[config.mk]
export PLATFORM = sky130hd
export DESIGN_NAME = arena_border_scanner
export DESIGN_NICKNAME = d
export VERILOG_FILES = /design/src/rtl/arena_pkg.sv /design/src/rtl/arena_border_scanner.sv
export SDC_FILE = /design/constraint.sdc
export NUM_CORES = 1
export LEC_CHECK = 0
export ABC_AREA = 1
export BUFFER_PORTS_ARGS = -buffer_cell sky130_fd_sc_hd__buf_2
export CAP_MARGIN = 20
export CELL_PAD_IN_SITES_DETAIL_PLACEMENT = 1
export CELL_PAD_IN_SITES_GLOBAL_PLACEMENT = 1
export CORE_MARGIN = 4
export CORE_UTILIZATION = 38
export DETAILED_ROUTE_END_ITERATION = 12
export GPL_TIMING_DRIVEN = 1
export PLACE_DENSITY = 0.82
export REMOVE_ABC_BUFFERS = 1
export SETUP_SLACK_MARGIN = 0.4
export SYNTH_ARGS = -nofsm -noshare
export SYNTH_HDL_FRONTEND = slang
export SYNTH_SLANG_ARGS = --single-unit
[constraint.sdc]
create_clock -name clk -period 2.3 [get_ports clk]
set_clock_uncertainty 0.15 [all_clocks]
set_input_delay 0.115 -clock clk [delete_from_list [all_inputs] [get_ports clk]]
set_output_delay 0.115 -clock clk [all_outputs]
set_load 0.02 [all_outputs]
[src/rtl/arena_pkg.sv]
// Shared definitions for the arena border RAM and its scanner.
// Holds the scanner state encoding and the RAM geometry defaults.
package arena_pkg;

  localparam int ARENA_DATA_WIDTH = 32;
  localparam int ARENA_ADDRESS_WIDTH = 10;
  localparam int ARENA_DEPTH = 1024;
  localparam logic [31:0] ARENA_SENTINEL = 32'hFFFF_FFFF;

  typedef enum logic [1:0] {
    S_IDLE,
    S_SCAN,
    S_DRAIN,
    S_DONE
  } scan_state_t;

endpackage

[src/rtl/arena_border_scanner.sv]
// Sequential border-RAM search: walks addresses from 0 looking for query.
// Ports: clk/reset; start/query request; busy/done/hit/hitAddr result;
//        ramAddr/ramReadEn/ramData drive the one-cycle-latency RAM port.
module arena_border_scanner
  import arena_pkg::*;
#(
  parameter int DATA_WIDTH = ARENA_DATA_WIDTH,
  parameter int ADDRESS_WIDTH = ARENA_ADDRESS_WIDTH,
  parameter int DEPTH = ARENA_DEPTH,
  parameter logic [DATA_WIDTH-1:0] SENTINEL =
    DATA_WIDTH'(ARENA_SENTINEL)
) (
  input  logic                     clk,
  input  logic                     reset,
  input  logic                     start,
  input  logic [DATA_WIDTH-1:0]    query,
  output logic                     busy,
  output logic                     done,
  output logic                     hit,
  output logic [ADDRESS_WIDTH-1:0] hitAddr,
  output logic [ADDRESS_WIDTH-1:0] ramAddr,
  output logic                     ramReadEn,
  input  logic [DATA_WIDTH-1:0]    ramData
);

  localparam logic [ADDRESS_WIDTH-1:0] LAST =
    ADDRESS_WIDTH'(DEPTH - 1);

  scan_state_t state, nxt;

  logic [ADDRESS_WIDTH-1:0] cnt;
  logic [ADDRESS_WIDTH-1:0] taddr;
  logic [DATA_WIDTH-1:0]    q;
  logic                     vld;
  logic                     cmp;
  logic                     is_sent;
  logic                     is_eq;
  logic                     found;
  logic                     term;

  // Data only counts while a scan is live; the read issued in the
  // terminating cycle returns in DONE and is ignored there.
  assign cmp     = vld && (state == S_SCAN || state == S_DRAIN);
  assign is_sent = (ramData == SENTINEL);
  assign is_eq   = (ramData == q);
  assign found   = cmp && !is_sent && is_eq;
  assign term    = cmp && (is_sent || is_eq || taddr == LAST);

  // Outputs decode straight from state so reset clears them at once.
  assign busy      = (state == S_SCAN) || (state == S_DRAIN);
  assign done      = (state == S_DONE);
  assign ramReadEn = (state == S_SCAN);
  assign ramAddr   = cnt;

  always_comb begin
    nxt = state;
    unique case (state)
      S_IDLE:  if (start) nxt = S_SCAN;
      S_SCAN: begin
        if (term)             nxt = S_DONE;
        else if (cnt == LAST) nxt = S_DRAIN;
      end
      S_DRAIN: if (term) nxt = S_DONE;
      S_DONE:  nxt = S_IDLE;
      default: nxt = S_IDLE;
    endcase
  end

  always_ff @(posedge clk or posedge reset) begin
    if (reset) begin
      state   <= S_IDLE;
      cnt     <= '0;
      taddr   <= '0;
      q       <= '0;
      vld     <= 1'b0;
      hit     <= 1'b0;
      hitAddr <= '0;
    end else begin
      state <= nxt;
      vld   <= (state == S_SCAN);
      taddr <= cnt;
      if (state == S_IDLE && start) begin
        q       <= query;
        cnt     <= '0;
        hit     <= 1'b0;
        hitAddr <= '0;
      end
      if (state == S_SCAN && cnt != LAST)
        cnt <= cnt + 1'b1;
      if (found) begin
        hit     <= 1'b1;
        hitAddr <= taddr;
      end
    end
  end

endmodule

==> metrics <==
run status=finished clean; Final period util=0.820; worst hold stages=5; Leak=approximately 0.0026 uW; Data required, critical path=2.45 ns; WL per Instance=17.3 um; Die Footprint=between 0.01 and 0.015 sq mm; Pwr Density=~1000 mW/mm^2; Crit path buffers/inverters=1; hold path startpoint=start; #FFs+latches synth=between 60 and 70; Slew HR=0.654; first-pass GRT wire length=between 15000 and 20000 um; CP max FO=5; # DRC=0; fin. max-slew vios=0; post-layout worst setup margin=between 0.4 and 0.5 ns; Final Net Count=671; filler cell count in the final layout=approximately 1100; Die W=about 100 um; f_max=about 530 MHz; post-synthesis cell type count=36; number of global-route vias before repair=3899; Max clock buf depth=2; total wire length=~12000 um; Final HPWL DP=7810 um; initial antenna violation count=1; TritonCTS clock tree=yes; Initial DRC Count=between 100 and 150; worst vdd ir=644 uV; RSZ-0062 raised after global routing=yes; worst r2r path cells=10; Syn Area/Cell=approximately 7.6 sq um; CP Data Arrival Time=slightly above 2 ns; Worst setup EP type=flop; share of the synthesized area in the top cell type=0.475; Min-Delay Path Class=primary input to flop; Synth warnings=0; CTS Buf Count=9; r2r setup slk=around 0.41 ns; fin area=~0.0049 sq mm; slowest CP cell=dfrtp_1; MaxCap Viol Count=0; Initial Util=0.395; Worst-path clk slew=roughly 0.080 ns; Top delay family on crit path=simple AND/OR/NAND/NOR gates; via count=about 3600; Die H=a little over 100 um; Post-DP Area=between 0.004 and 0.005 sq mm; GRT Total Usage=0.211; Setup Crit Path Kind=flop to flop; layout cell share with drive strength beyond 1=0.287; Setup TNS=0 ns; Area growth syn-to-layout=41.2%; H-tree Lvls=3; post-placement setup slack=around 0.16 ns; hold slack final=0.0560 ns; Reg2Reg Capture Point=hitAddr[6]; Via density=slightly above 5; Fin. Hold Viols=0; commonest non-fill, non-tap cell in the layout=nand2_1; Port Buffer Count=90; # setup viols final=0; Worst setup SP type=flop; Mapped Area=0.00348 sq mm; RePlAce Congestion=about 0.83; cell mode on critical path=nand2_1; grt ovf=0; WHS Endpoint=state[0]; Root Buffer=clkbuf_8; post-synthesis sequential area ratio=0.475; most frequent cells in the layout=171 x nand2_1, 90 x buf_2, 65 x dfrtp_1; FF-to-FF Start=state[1]; Clock Sinks=between 60 and 70; largest net degree at the start of global routing=49; worst skew pair latency=roughly 0.36 ns; first-pass iteration count of the detailed router=4; CP Cell Sequence=inv_2 -> ha_4 -> nand2_4 -> nor3_2 -> nand2_1 -> nor2_2 -> nand3_4 -> nor2_4 -> nand2_1 -> nand2_1; largest area contributor in the netlist=dfrtp_1; Post-Syn Instances=roughly 460; Synth area leaders=dfrtp_1 47%, nand2_1 19%, inv_1 5.9%; CORE AREA=a little under 0.009 sq mm; Rows=34; critical path's largest stage delay=approximately 0.38 ns; Worst-Margin Slew=0.518 ns; min Tclk post-route=about 1.9 ns; Antenna Nets Post-Route=0; I/O pins=between 90 and 100; total chip power=between 5000 and 6000 uW
[synthesized netlist by cell type (all sizes together)]
library cell and n:
a21oi 3, and2 4, and3 6, buf 3
clkbuf 6, dfrtp 66, ha 6, inv 56
nand2 182, nand3 20, nand3b 1, nand4 12
nor2 30, nor2b 1, nor3 6, nor4 1
o211ai 1, o21ai 26, o22ai 3, o32ai 2
or2 3, xnor2 13, xor2 4
[what timing repair did]
action,CTS,global route
buffers inserted,9,4
cloned,1,1
setup endpoints to repair,22,22
hold endpoints to repair,55,0
pin swaps,5,14
resized for setup,11,33
hold buffers,33,0
[worst max-delay path by stage]
stage                  start    endpoint  slack [ns]  depth (start not counted)
floorplan           state[0]        q[0]       -0.08                          6
global placement    state[0]  hitAddr[9]        0.29                         10
detailed placement  state[0]  hitAddr[8]        0.16                         10
CTS                 state[1]  hitAddr[8]        0.40                         10
global route        state[1]    state[0]        0.32                         11
finish              state[1]  hitAddr[6]        0.41                         10
[worst reg2reg max path, delay by kind of cell, from the launching register on]
family,cells,cell delay [ns]
adders and majority gates,1,0.29
buffers and inverters,1,0.07
DFF,1,0.38
and+or+nand+nor,8,0.94
[power by group]
part,leakage [uW],switching [uW],internal (uW)
Combinational,0.00167,1380,911
Sequential,0.000855,318,1570
Clock,0.0000888,543,411
Total,0.00261,2240,2890
[routing by layer]
metal | global-route usage | vias up | routed length, um
met2 | 0.385 | 87 | 6590
met4 | 0.0665 | 0 | 293
met5 | 0 | - | 0
met1 | 0.242 | 1770 | 4890
li1 | - | 1707 | -
met3 | 0.0553 | 27 | 515
[flip-flops by register name, indices dropped and copies added, names as in the netlist]
name	count
state	2
vld	1
hitAddr	10
q	32
taddr	10
ramAddr	10
hit	1
[kinds of logic after synthesis]
family	count (synthesis)	share of synthesized area
buffers and inverters	65	0.0727
AND/OR/NAND/NOR	266	0.332
adder cells (fa/ha/maj)	6	0.0216
flip-flops	66	0.475
AO/OA/AOI/OAI	35	0.0565
XOR/XNOR	17	0.0428
[final cells by class]
| class | instances | area, sq um | share of cell area |
|---|---|---|---|
| clock buffer | 9 | 124 | 0.0252 |
| tap | 108 | 135 | 0.0275 |
| inverter | 56 | 210 | 0.0428 |
| antenna | 1 | 2.50 | 0.000510 |
| sequential | 66 | 1650 | 0.337 |
| timing repair buffer | 139 | 913 | 0.186 |
| clock inverter | 7 | 61.3 | 0.0125 |
| multi-input combinational | 326 | 1810 | 0.369 |
[metrics by stage]
stage / utilization / std cells
finish: 0.558 / 712
global route: 0.558 / 712
CTS: 0.533 / 706
detailed placement: 0.461 / 647
global placement: 0.461 / 647
floorplan: - / 446
Note: power is estimated with default switching activity, not from simulation.
